**src/rtl/riscv_pkg.sv**
```systemverilog
// Shared RISC-V encoding types: instruction format selector and base opcode constants.
package riscv_pkg;

  typedef enum logic [2:0] {
    FMT_R  = 3'd0,
    FMT_I  = 3'd1,
    FMT_S  = 3'd2,
    FMT_SB = 3'd3,
    FMT_U  = 3'd4,
    FMT_UJ = 3'd5
  } fmt_e;

  localparam logic [6:0] OP_R   = 7'b0110011;
  localparam logic [6:0] OP_I   = 7'b0010011;
  localparam logic [6:0] OP_S   = 7'b0100011;
  localparam logic [6:0] OP_B   = 7'b1100011;
  localparam logic [6:0] OP_JAL = 7'b1101111;

  function automatic logic fmt_is_legal(input logic [2:0] f);
    return (f <= 3'(FMT_UJ));
  endfunction

endpackage

```
**src/rtl/instr_encoder_fifo.sv**
```systemverilog
// Synchronous output buffer for encoded words; head word reads as zero while empty.
module instr_fifo #(
  parameter int DEPTH = 4,
  parameter int WIDTH = 32
) (
  input  logic             clk,
  input  logic             rst,
  input  logic             push_i,
  input  logic [WIDTH-1:0] wdata_i,
  input  logic             pop_i,
  output logic [WIDTH-1:0] rdata_o,
  output logic             full_o,
  output logic             empty_o
);

  localparam int AW = (DEPTH > 1) ? $clog2(DEPTH) : 1;
  localparam logic [AW:0] FULL_CNT = (AW+1)'(DEPTH);

  logic [WIDTH-1:0] mem_q [DEPTH];
  logic [AW-1:0]    wptr_q, wptr_d;
  logic [AW-1:0]    rptr_q, rptr_d;
  logic [AW:0]      cnt_q,  cnt_d;
  logic             do_push, do_pop;

  assign full_o  = (cnt_q == FULL_CNT);
  assign empty_o = (cnt_q == '0);
  // Flags come from registered state, so a pop never frees a slot for a push in the same cycle.
  assign do_push = push_i && !full_o;
  assign do_pop  = pop_i && !empty_o;
  assign rdata_o = empty_o ? '0 : mem_q[rptr_q];

  always_comb begin
    wptr_d = wptr_q;
    rptr_d = rptr_q;
    cnt_d  = cnt_q;
    if (do_push) wptr_d = wptr_q + 1'b1;
    if (do_pop)  rptr_d = rptr_q + 1'b1;
    case ({do_push, do_pop})
      2'b10:   cnt_d = cnt_q + 1'b1;
      2'b01:   cnt_d = cnt_q - 1'b1;
      default: cnt_d = cnt_q;
    endcase
  end

  always_ff @(posedge clk or posedge rst) begin
    if (rst) begin
      wptr_q <= '0;
      rptr_q <= '0;
      cnt_q  <= '0;
    end else begin
      wptr_q <= wptr_d;
      rptr_q <= rptr_d;
      cnt_q  <= cnt_d;
    end
  end

  always_ff @(posedge clk) begin
    if (do_push) mem_q[wptr_q] <= wdata_i;
  end

endmodule

```
**src/rtl/instr_encoder.sv**
```systemverilog
// Packs RISC-V fields into 32-bit words, buffers them and emits each with its byte address.
// Optional immediate range checking is enabled by defining ENC_IMM_CHECK_EN.
module instr_encoder
  import riscv_pkg::*;
#(
  parameter int          FIFO_DEPTH = 4,
  parameter logic [31:0] BASE_ADDR  = 32'h0000_0000
) (
  input  logic        clk,
  input  logic        rst,
  input  logic        in_valid,
  output logic        in_ready,
  input  logic [2:0]  fmt,
  input  logic [6:0]  opcode,
  input  logic [4:0]  rd,
  input  logic [4:0]  rs1,
  input  logic [4:0]  rs2,
  input  logic [2:0]  funct3,
  input  logic [6:0]  funct7,
  input  logic [31:0] imm,
  input  logic        addr_clr,
  output logic        out_valid,
  input  logic        out_ready,
  output logic [31:0] out_instr,
  output logic [31:0] out_addr,
  output logic        err
);

  logic [31:0] enc_word;
  logic        fmt_ok;
  logic        imm_ok;
  logic        accept, push, pop;
  logic        fifo_full, fifo_empty;
  logic [31:0] addr_q, addr_d;
  logic        err_q, err_d;

  always_comb begin
    enc_word = '0;
    fmt_ok   = fmt_is_legal(fmt);
    case (fmt)
      FMT_R:   enc_word = {funct7, rs2, rs1, funct3, rd, opcode};
      FMT_I:   enc_word = {imm[11:0], rs1, funct3, rd, opcode};
      FMT_S:   enc_word = {imm[11:5], rs2, rs1, funct3, imm[4:0], opcode};
      FMT_SB:  enc_word = {imm[12], imm[10:5], rs2, rs1, funct3, imm[4:1], imm[11], opcode};
      FMT_U:   enc_word = {imm[31:12], rd, opcode};
      FMT_UJ:  enc_word = {imm[20], imm[10:1], imm[11], imm[19:12], rd, opcode};
      default: enc_word = '0;
    endcase
  end

`ifdef ENC_IMM_CHECK_EN
  logic signed [31:0] imm_s;
  assign imm_s = imm;

  always_comb begin
    imm_ok = 1'b1;
    case (fmt)
      FMT_I, FMT_S: imm_ok = (imm_s >= -32'sd2048) && (imm_s <= 32'sd2047);
      FMT_SB:       imm_ok = (imm_s >= -32'sd4096) && (imm_s <= 32'sd4094) && !imm[0];
      FMT_UJ:       imm_ok = (imm_s >= -32'sd1048576) && (imm_s <= 32'sd1048574) && !imm[0];
      FMT_U:        imm_ok = (imm[11:0] == 12'h000);
      default:      imm_ok = 1'b1;
    endcase
  end
`else
  assign imm_ok = 1'b1;
`endif

  // A rejected bundle still completes its handshake; it is simply not queued.
  assign accept = in_valid && in_ready;
  assign push   = accept && fmt_ok && imm_ok;
  assign err_d  = accept && !(fmt_ok && imm_ok);
  assign pop    = out_valid && out_ready;

  instr_fifo #(
    .DEPTH (FIFO_DEPTH),
    .WIDTH (32)
  ) u_fifo (
    .clk     (clk),
    .rst     (rst),
    .push_i  (push),
    .wdata_i (enc_word),
    .pop_i   (pop),
    .rdata_o (out_instr),
    .full_o  (fifo_full),
    .empty_o (fifo_empty)
  );

  assign in_ready  = !fifo_full;
  assign out_valid = !fifo_empty;

  always_comb begin
    addr_d = addr_q;
    if (addr_clr)  addr_d = BASE_ADDR;
    else if (pop)  addr_d = addr_q + 32'd4;
  end

  always_ff @(posedge clk or posedge rst) begin
    if (rst) begin
      addr_q <= BASE_ADDR;
      err_q  <= 1'b0;
    end else begin
      addr_q <= addr_d;
      err_q  <= err_d;
    end
  end

  assign out_addr = addr_q;
  assign err      = err_q;

endmodule

```
**config.mk**
```make
export PLATFORM = sky130hd
export DESIGN_NAME = instr_encoder
export DESIGN_NICKNAME = d
export VERILOG_FILES = /design/src/rtl/riscv_pkg.sv /design/src/rtl/instr_encoder_fifo.sv /design/src/rtl/instr_encoder.sv
export SDC_FILE = /design/constraint.sdc
export NUM_CORES = 1
export LEC_CHECK = 0
export CAP_MARGIN = 10
export CELL_PAD_IN_SITES_DETAIL_PLACEMENT = 0
export CELL_PAD_IN_SITES_GLOBAL_PLACEMENT = 1
export CORE_MARGIN = 4
export CORE_UTILIZATION = 44
export CTS_BUF_LIST = sky130_fd_sc_hd__clkbuf_2
export CTS_CLUSTER_DIAMETER = 100
export CTS_CLUSTER_SIZE = 12
export DETAILED_ROUTE_END_ITERATION = 10
export PLACE_DENSITY_LB_ADDON = 0.1
export SLEW_MARGIN = 25
export SYNTH_ARGS = -nofsm -noshare
export SYNTH_HDL_FRONTEND = slang
export SYNTH_SLANG_ARGS = --single-unit
```
**constraint.sdc**
```tcl
create_clock -name clk -period 3.5 [get_ports clk]
set_clock_uncertainty 0.2 [all_clocks]
set_input_delay 1.05 -clock clk [delete_from_list [all_inputs] [get_ports clk]]
set_output_delay 1.05 -clock clk [all_outputs]
set_load 0.05 [all_outputs]
```
======== Word level (Yosys, flattened, before mapping) ========
Memory sizes are Yosys's and may differ from the RTL's.
Cells that the tools add are included.
storage, ports and cells
  logic and storage cells ................. 40
  input port bits ......................... 72
  register bits after elaboration ......... 40
  memories ................................ 1
  RAM bits ................................ 128
  output and inout bits ................... 67
cells by class
  add/subtract/negate cells ............... 5
  equality and inequality tests ........... 8
  magnitude comparators ................... 1
  reduce and logical (&&, ||, !) cells .... 13
  muxes and demuxes ....................... 7
memory list
  memory        depth  bits a word  rd ports  clocked after Yosys merged registers in  write ports  line                      source
  u_fifo.mem_q  4      32           1         0                                        1            instr_encoder_fifo.sv:19  logic [WIDTH-1:0] mem_q [DEPTH];
operator list
  cell                                                    count
  one-hot mux 32 bit (6 select lines)                     1
  2-to-1 mux 32 bit                                       3
  adder 32 x 3 -> 32 bit (second input constant)          1
  equality test 3 bit (second input constant)             3
  equality test 3 x 2 -> 1 bit (second input constant)    2
  logical AND 1 bit                                       6
  zero test 3 bit                                         2
  one-hot mux 3 bit (2 select lines)                      1
  adder 2 x 1 -> 2 bit (second input constant)            2
  nonzero test 2 bit                                      2
  adder 3 x 1 -> 3 bit (second input constant)            1
  equality test 3 x 1 -> 1 bit (second input constant)    1
  less-or-equal comparator 3 bit (second input constant)  1
  zero test 1 bit                                         3
  subtractor 3 x 1 -> 3 bit (second input constant)       1
  equality test 2 x 1 -> 1 bit (second input constant)    1
  equality test 2 bit (second input constant)             1
  2-to-1 mux 1 bit                                        2

======== Longest topological paths before layout ========
  depth in word-level cells ............... 7
  mapped depth ............................ 10
  gate-level depth less buffers ........... 10

======== Cells and area by module ========
From an unflattened synthesis, not the netlist that was laid out.
second synthesis, totals
  cell total of the unflattened synthesis .. 522
  area total of the unflattened synthesis .. 7532.2 sq um
modules (own cells, without submodules)
  module         sequential area each (sq um)  cells each  instances  area each (sq um)
  instr_fifo     4018.9                        242         1          5295.1
  instr_encoder  775.7                         280         1          2237.1

======== Worst setup path before layout ========
No wires, ideal clock.
  path type ............................... flip-flop to output port
  start point ............................. register u_fifo.rptr_q[0]
  end point ............................... output out_instr[22]
  path buffers ............................ 2
  slack ................................... 0.332 ns
  required time ........................... 2.250 ns
  stages on the path, launching flop included .. 5
  data arrival time ....................... 1.918 ns
  cell sequence ........................... dfrtp_1 clkbuf_1 buf_2 mux4_2 nor2b_1
between the ends
  cells in the longest elaborated chain, start to end .. 2
RTL lines
  what                      line                      source
  start: declaration        instr_encoder_fifo.sv:21  logic [AW-1:0] rptr_q, rptr_d;
  start signal: assignment  instr_encoder_fifo.sv:52  rptr_q <= rptr_d;
  memory (4 x 32 bit)       -
  2-to-1 mux 32 bit         instr_encoder_fifo.sv:30  assign rdata_o = empty_o ? '0 : mem_q[rptr_q];
  end: declaration          instr_encoder.sv:24       output logic [31:0] out_instr,
Every way passes these cells.

======== Worst setup path after layout ========
  start point ............................. register u_fifo.rptr_q[0]
  end point ............................... output out_instr[9]
Same word-level chain as after synthesis.

==> summary.md <==
| Metric | Value |
|---|---|
| Status | `complete, but fails checks` |
| Violated checks | `setup timing` |
| Area grow syn2layout | `32.0%` |
| VDD IR max | `about 0.5 mV` |
| Synth Warn # | `0` |
| Reg2Reg Depth | `10` |
| DP Wirelength | `about 12,000 µm` |
| Util after Layout | `59.4%` |
| Chip Height | `138 µm` |
| Horiz. Die Dim | `138 µm` |
| Syn_area_per_cell | `roughly 14 µm²` |
| Total Power | `about 7.5 mW` |
| Fillcell total | `1,343` |
| Vias | `4,949` |
| Average wire per standard cell | `roughly 18 µm` |
| Tot GR Track Use | `18.0%` |
| Worst-path fanout max | `8` |
| FP Rows | `47` |
| Kind of critical path | `reg -> out` |
| Reg2reg end | `u_fifo.cnt_q[2]` |
| Element type at the critical path end | `output port` |
| Slew @ Worst Pin | `0.829 ns` |
| Hold-fix buffers at CTS | `0` |
| Vias in the first global route | `5,072` |
| Synthesized area | `roughly 7500 µm²` |
| Final Wtd Congestion | `between 0.7 and 0.8` |
| Critical Path Start | `u_fifo.rptr_q[0]` |
| Final WS setup | `-0.0426 ns` |
| Synth unique cells | `39` |
| Clock buffer depth | `2` |
| CP startpoint kind | `register` |
| Reg2Reg Setup Slack | `roughly 0.89 ns` |
| Input/output buffers | `about 140` |
| Vias/cell | `5.32` |
| Initial antenna violation count | `1` |
| Num ports | `139` |
| Layout cell share with drive strength beyond 1 | `about 22%` |
| Worst hold slack | `0.387 ns` |
| Worst Hold Class | `reg -> reg` |
| Worst EP required | `between 2 and 2.5 ns` |
| Worst-Skew Late Latency | `0.74 ns` |
| Commonest non-fill, non-tap cell in the layout | `edfxtp_1` |
| Seq cells post-synth | `166` |
| Final ANT Viol Nets | `0` |
| Clk slew on worst S/H paths | `0.23 ns` |
| Post-synthesis sequential area ratio | `64.0%` |
| H-tree depth | `4` |
| Crit share post-route | `101%` |
| CTS tree | `done` |
| Max-cap violation count | `0` |
| Starting density of the core | `45.0%` |
| Worst EP arrival | `2.29 ns` |
| FMAX | `around 280 MHz` |
| Detailed Route WL | `~17,000 µm` |
| Pre-antenna DRT Iters | `5` |
| Largest net degree at the start of global routing | `39` |
| Final setup vio count | `25` |
| LEAKAGE | `3.54 nW` |
| Num CTS Buffers | `17` |
| Most frequent cells in the layout | `128 x edfxtp_1, 102 x clkdlybuf4s50_1, 39 x nor2b_1, 36 x dfrtp_1, 33 x nand2_1` |
| DRC viols | `0` |
| Remaining Overflow, GRT | `0` |
| Synth Instances | `536` |
| RSZ-0062 raised after global routing | `true` |
| Fin. Hold Viols | `0` |
| PwrDens | `between 700 and 800 nW/µm²` |
| Clock sink total | `166` |
| Slew Limit Headroom | `44.6%` |
| Critical path endpoint | `out_instr[9]` |
| Die Area | `19,200 µm²` |
| CTS Root Cell | `clkbuf_2` |
| Pins Over Slew Limit | `0` |
| Min Tclk post-route | `3.54 ns` |
| # nets final | `between 700 and 800` |
| First-pass GRT wire length | `27,200 µm` |
| Worst R2R Start | `u_fifo.cnt_q[0]` |
| Iter 0 DRT Violations | `between 300 and 400` |
| Core ar. | `16,600 µm²` |
-- layer usage --
| metal | vias to the layer above | global-route usage (%) | wire, µm |
|---|---|---|---|
| li1 | 2329 | - | - |
| met1 | 2457 | 24.2 | 7450 |
| met2 | 149 | 28.8 | 8260 |
| met3 | 14 | 5.63 | 1180 |
| met4 | 0 | 4.73 | 214 |
| met5 | - | 0 | 0 |
-- worst max-delay path, cell delays in order, from the launching register on --
cell and delay (ns):
dfrtp_2 0.40, buf_4 0.16, buf_12 0.15, mux4_2 0.50
nor2b_2 0.20, buf_12 0.16
-- cell usage after synthesis, drive strengths merged --
library cell | instances | area share, %
dfrtp | 38 | 13
edfxtp | 128 | 51
nor2b | 44 | 3.7
o31ai | 9 | 0.90
o22ai | 1 | 0.084
or3 | 8 | 0.67
a31oi | 2 | 0.17
a22oi | 4 | 0.40
a2111o | 1 | 0.15
xnor2 | 9 | 1.1
nor3 | 7 | 0.47
fa | 1 | 0.27
a21oi | 30 | 2.0
nor4 | 6 | 0.50
buf | 9 | 0.63
and2 | 11 | 0.92
and4 | 2 | 0.23
nand4 | 7 | 0.58
mux4 | 32 | 9.6
o21ai | 27 | 1.8
a22o | 5 | 0.58
xor2 | 3 | 0.35
or4 | 9 | 0.90
or2 | 1 | 0.084
nor2 | 24 | 1.2
or3b | 1 | 0.12
o41ai | 1 | 0.12
clkbuf | 22 | 1.1
nand2 | 33 | 1.7
ha | 6 | 1.0
conb | 1 | 0.050
nand4b | 1 | 0.12
mux2 | 10 | 1.5
a211o | 1 | 0.12
nand3 | 8 | 0.53
inv | 26 | 1.3
mux2i | 8 | 1.1
-- final cells by class --
type | count | area (µm²) | area share [%]
flip-flops and latches | 166 | 4800 | 48.6
well taps | 220 | 275 | 2.79
inverters | 26 | 97.6 | 0.988
clock inverters | 15 | 136 | 1.38
clock buffers | 17 | 85.1 | 0.861
repair buffers | 171 | 1990 | 20.2
multi-input cells | 314 | 2490 | 25.2
diodes | 1 | 2.50 | 0.0253
-- registers in the layout (all words and copies together) (netlist names) --
name           cells
err                1
out_addr          30
u_fifo.cnt_q       3
u_fifo.mem_q     128
u_fifo.rptr_q      2
u_fifo.wptr_q      2
-- cells by family (layout without fill, tap and decap cells) --
group	Yosys count	after routing	share of synthesized area (%)
AOI/OAI and AO/OA	81	81	6.33
other	1	3	0.0501
adders and majority gates	7	7	1.27
and+or+nand+nor	162	162	11.7
DFF	166	166	64.0
buffers and inverters	57	229	3.04
muxes	50	50	12.2
xor gates and xnor gates	12	12	1.40
-- where the power goes --
| group | switching [mW] | total (mW) | leakage (nW) | internal [mW] |
|---|---|---|---|---|
| sequential | 0.104 | 2.55 | 1.69 | 2.45 |
| combinational | 2.13 | 3.96 | 1.72 | 1.83 |
| clock | 0.649 | 0.964 | 0.132 | 0.316 |
| total | 2.88 | 7.48 | 3.54 | 4.60 |
-- stage by stage --
| stage | worst slack [ns] | cell area, µm² | TNS [ns] | instances |
|---|---|---|---|---|
| 6_report | -0.0426 | 9880 | -0.407 | 930 |
| 5_1_grt | -0.178 | 9880 | -4.91 | 930 |
| 4_1_cts | -0.148 | 9750 | -3.48 | 922 |
| 3_5_place_dp | 0.153 | 9460 | 0 | 887 |
| 3_3_place_gp | 0.201 | 9460 | 0 | 887 |
| 2_1_floorplan | 0.332 | 7490 | 0 | 537 |
-- worst min path at each step --
| stage | start | cells after the start | slack (ns) | end |
|---|---|---|---|---|
| 2_1_floorplan | u_fifo.cnt_q[2] | 1 | 0.28 | u_fifo.cnt_q[2] |
| 3_3_place_gp | u_fifo.cnt_q[2] | 1 | 0.35 | u_fifo.cnt_q[2] |
| 3_5_place_dp | u_fifo.cnt_q[2] | 1 | 0.36 | u_fifo.cnt_q[2] |
| 4_1_cts | u_fifo.cnt_q[2] | 1 | 0.39 | u_fifo.cnt_q[2] |
| 5_1_grt | u_fifo.cnt_q[2] | 1 | 0.42 | u_fifo.cnt_q[2] |
| 6_report | u_fifo.cnt_q[2] | 1 | 0.39 | u_fifo.cnt_q[2] |
-- repair_timing --
item	4_1_cts	5_1_grt
endpoints found under the setup margin	34	33
resized for setup	16	11
cloned	0	4
buffers inserted	3	3
No activity file was read; power rests on OpenSTA's default activity.
==> variant 1 (same flow settings) <==
The parameter `FIFO_DEPTH` goes from 4 to 8.
--- a/src/rtl/instr_encoder.sv
+++ b/src/rtl/instr_encoder.sv
@@ -3,7 +3,7 @@
 module instr_encoder
   import riscv_pkg::*;
 #(
-  parameter int          FIFO_DEPTH = 4,
+  parameter int          FIFO_DEPTH = 8,
   parameter logic [31:0] BASE_ADDR  = 32'h0000_0000
 ) (
   input  logic        clk,
Check against the original RTL: not equivalent (a bounded check fails within 10 cycles, from zero or initial values and one cycle with rst high).
==> variant 1 against the unedited design <==
  * The flow still finishes with violations (setup timing)
  * Wire length is 72% higher
  * Sequential cell count up 131
  * Area after synthesis up 68%
  * Sequential share of layout area grew 7.5 points
  * Critical path depth up 2
  * Highest routed layer is now met5
  * Setup slack worse by 0.32 ns
  * Largest power group unchanged
  * First-iteration DRC count up 50%
  * Cell count up 43%
  * Die area rose by 63%
  * Cell area grew 57%
  * Power is 55% higher
==> variant 1: results <==
[finish]
diodes = 0
num-fill-cells = 2265
fin_nets = 1010
final_cells = 1332
largest_reg_flops = 256
seq_area_mm2 = 0.00873

[global_routing]
grt_max_degree = 42
grt_pass1_wl_mm = 45.5

[timing]
max_slew_margin = 0.418
finalSetupTns_ns = -9.71
finalWorstSetupSlack_ns = -0.362
finalSetupViolCount = 33
hold_slack_ns = 0.297

[logic_synthesis]
yosysSeqAreaShare = 0.694
synth.area.top_cells = "edfxtp_1, mux4_2, dfrtp_1"
synth_common_cells = "edfxtp_1, mux4_2, nor2_1, dfrtp_1, nand2_1"
avgSynthCellArea_um2 = 16.9
synth-edff-count = 256

[critical_path]
ff2ff_setup_slack_ns = 0.58
r2r_cells = 13

[detailed_routing]
drt_iter0_markers = 504

[outcome]
violations = "setup timing"
status = "finished, violations left"

[clock_network]
numCtsBuffers = 28
clock_path_buffers = 3
clk_latency_ns = 0.86
path_clk_slew_ns = 0.25

[power_and_ir_drop]
ir_worst_vdd_uv = 702

[placed_design]
dpl-instance-area_mm2 = 0.0148
variant 1: changes by cell type in the layout (fill, tap and decap cells not counted), moves of 6 or more:
cell	delta
mux2_2	-6
buf_4	+11
mux4_2	+32
nor2_1	+20
buf_6	+21
dlygate4sd2_1	+24
clkdlybuf4s50_1	-29
inv_1	-15
nand2_1	+7
clkbuf_2	+33
edfxtp_1	+128
a22oi_1	+12
nor2b_1	-34
mux2i_1	+18
variant 1: worst max-delay path by stage:
stage,slack [ns],end,from,cells after the start
2_1_floorplan,-0.93,u_fifo.mem_q[6][0]$_DFFE_PP_,fmt[1],4
3_3_place_gp,0.11,u_fifo.cnt_q[2]$_DFFE_PP0P_,fmt[1],11
3_5_place_dp,0.09,u_fifo.cnt_q[2]$_DFFE_PP0P_,fmt[2],11
4_1_cts,-0.51,out_instr[24],u_fifo.rptr_q[0]$_DFFE_PP0P_,6
5_1_grt,-0.59,out_instr[19],u_fifo.rptr_q[0]$_DFFE_PP0P_,7
6_report,-0.36,out_instr[15],u_fifo.rptr_q[0]$_DFFE_PP0P_,7
variant 1: metal layers:
layer  wire [µm]  up-vias  track usage
met1       12800     3843        0.262
li1            -     3330            -
met4         330        2       0.0351
met5          13        -            0
met3        1720       24       0.0382
met2       14700      236        0.313
variant 1: cell families (layout without fill, tap and decap cells):
| kind of cell | after synthesis | after routing | synth area share |
|---|---|---|---|
| flops | 297 | 297 | 0.694 |
| xor+xnor | 18 | 18 | 0.0126 |
| mux | 103 | 103 | 0.146 |
| simple gates | 170 | 170 | 0.0713 |
| fa+ha+maj | 6 | 6 | 0.00598 |
| other cells | 1 | 2 | 0.000299 |
| compound gates | 92 | 92 | 0.0489 |
| buf+inv | 58 | 266 | 0.0206 |
variant 1: final cells by class:
cell class              count  area share
clock buffers              51      0.0164
clock inverters             1    0.000322
inverters                  14     0.00338
multi-input cells         391       0.242
flip-flops and latches    297       0.561
well taps                 378      0.0304
repair buffers            200       0.146
variant 1: power breakdown:
part | total (mW) | switching, mW | leakage, nW | internal [mW]
registers | 4.53 | 0.234 | 2.89 | 4.30
clock network | 1.43 | 1.06 | 0.216 | 0.369
logic | 5.67 | 3.11 | 2.50 | 2.56
total | 11.6 | 4.40 | 5.60 | 7.23
variant 1: timing repair:
| action | 4_1_cts | 5_1_grt |
|---|---|---|
| resized for setup | 80 | 28 |
| hold buffers | 0 | 0 |
| hold endpoints to repair | 0 | 0 |
| setup endpoints to repair | 59 | 38 |
| buffers inserted | 10 | 5 |
| pin swaps | 3 | 7 |
| cloned | 3 | 1 |
variant 1: critical path: stages (launching register included):
cell and delay, ns:
dfrtp_4 0.55, buf_12 0.16, buf_16 0.15, buf_4 0.14, mux4_2 0.42, mux2i_1 0.14, nor2_1 0.07, buf_6 0.16
==> variant 2 (config.mk and constraints unchanged) <==
Without the edit above. Register the output `err` once more, with the module's reset; this adds one clock of latency there. The other outputs are not delayed to match.
--- a/src/rtl/instr_encoder.sv
+++ b/src/rtl/instr_encoder.sv
@@ -106,7 +106,13 @@
   end
 
   assign out_addr = addr_q;
-  assign err      = err_q;
+  always_ff @(posedge clk or posedge rst) begin
+    if (rst) begin
+      err <= '0;
+    end else begin
+      err <= err_q;
+    end
+  end
 
 endmodule
 
Formal check against the unedited RTL: not equivalent (Yosys sat finds a counterexample within 4 cycles, from zero or initial values and one cycle with rst high).
==> variant 2 against the unedited design <==
  * The run still ends with setup timing left
  * Count of clock-buffer cells in the layout stayed put
  * Setup slack worse by 0.062 ns
  * Utilization is 0.97 points higher
  * Via count is 0.20% lower
  * Area after synthesis is 0.33% higher
  * Cell area is 1.6% higher
  * Sequential cell count is 1 higher
  * Cell count is 0.22% higher
  * Sequential share of layout area is 0.49 points lower
  * Critical path depth stayed put
  * Combinational power is 3% higher
  * Wire length is 2.3% higher
  * Power is 3.3% higher
  * Largest power group unchanged
==> variant 2: results <==
[logic_synthesis]
yosys_warnings = 0
yosysSeqAreaShare = 0.642
synth_common_cells = "edfxtp_1, nor2b_1, dfrtp_1, nand2_1, mux4_2"
synth_fa_ha_area_frac = 0.0127
synth_compound_area_frac = 0.0631
postSynth.asyncResetShare = 0.234
avgSynthCellArea_um2 = 14.0
synth.area.top_cells = "edfxtp_1, dfrtp_1, mux4_2"
synth_xor_area_frac = 0.0140
yosysUniqueCellTypes = 39
muxShareOfSynthArea = 0.122

[finish]
drive_gt1_frac = 0.246
fin_nets = 777
regMostFlops = "u_fifo.mem_q"

[placed_design]
place_congestion = 0.801
dp_hpwl_mm = 11.6
dp_slack_ns = 0.117
dpl-instance-area_mm2 = 0.00933
dp.cells = 886

[detailed_routing]
drt_iter0_markers = 375
vias = 4939
viasPerCell = 5.30
drt_wl_total_mm = 17.5
firstDrtPassIters = 4

[clock_network]
path_clk_slew_ns = 0.23
clock_path_buffers = 2

[power_and_ir_drop]
cellLeakagePower_nw = 3.71
powerComb_mw = 4.08
clk-power_mw = 1.05
power_mw = 7.73
ir_worst_vdd_uv = 422
switching_share = 0.390

[critical_path]
critPathMaxStageDelay_ns = 0.52
cp_top_family = "flip-flops"
cp_max_fo = 6
crit_arrival_ns = 2.35
cp_slowest_cell = "dfrtp_4"

[global_routing]
grt_max_degree = 40
grt_util_all_layers = 0.183
grt_pass1_wl_mm = 27.8
grt_pass1_vias = 5185

[min_path]
min_path_type = "flop to flop"

[timing]
finalWorstSetupSlack_ns = -0.104
finalSetupViolCount = 31
max_slew_margin = 0.450
finalSetupTns_ns = -2.17

[outcome]
violations = "setup timing"
status = "finished, violations left"
==> variant 2: final cells by class <==
class                           instances  area (µm²)
Fill cell                            1304        6600
Sequential cell                       167        4830
Multi-Input combinational cell        314        2650
Timing Repair Buffer                  172        1940
Tap cell                              220         275
Clock inverter                         15         168
Inverter                               26        97.6
Clock buffer                           17        85.1
Antenna cell                            1        2.50
==> variant 2: final timing paths <==
kind / slack (ns) / cells after the start / to / startpoint
max in group asynchronous: 2.21 / 3 / u_fifo.rptr_q[0]$_DFFE_PP0P_ / rst
worst max register to register: 0.88 / 10 / u_fifo.cnt_q[2]$_DFFE_PP0P_ / u_fifo.cnt_q[0]$_DFFE_PP0P_
min in group asynchronous: 0.49 / 3 / u_fifo.wptr_q[1]$_DFFE_PP0P_ / rst
worst min-delay path: 0.20 / 0 / err$_DFF_PP0_ / err_q$_DFF_PP0_
worst min register to register: 0.20 / 0 / err$_DFF_PP0_ / err_q$_DFF_PP0_
worst max-delay path: -0.10 / 5 / out_instr[3] / u_fifo.rptr_q[0]$_DFFE_PP0P_
==> variant 2: timing repair <==
item,in CTS,in global routing
buffers inserted,11,3
cloned,2,0
resized for setup,58,38
setup endpoints to repair,33,36
==> variant 2: per-layer routing <==
metal,vias up,wire length [µm],track usage
li1,2342,-,-
met1,2453,7830,0.244
met2,130,8600,0.302
met3,14,895,0.0497
met4,0,171,0.0479
met5,-,0,0
==> variant 2: worst register-to-register path: cells and delay by family, from the launching register on <==
family,cells,cell delay [ns]
flops,1,0.51
xor+xnor,2,0.32
compound gates,1,0.08
simple gates,3,0.74
fa+ha+maj,2,0.57
buf+inv,2,0.15
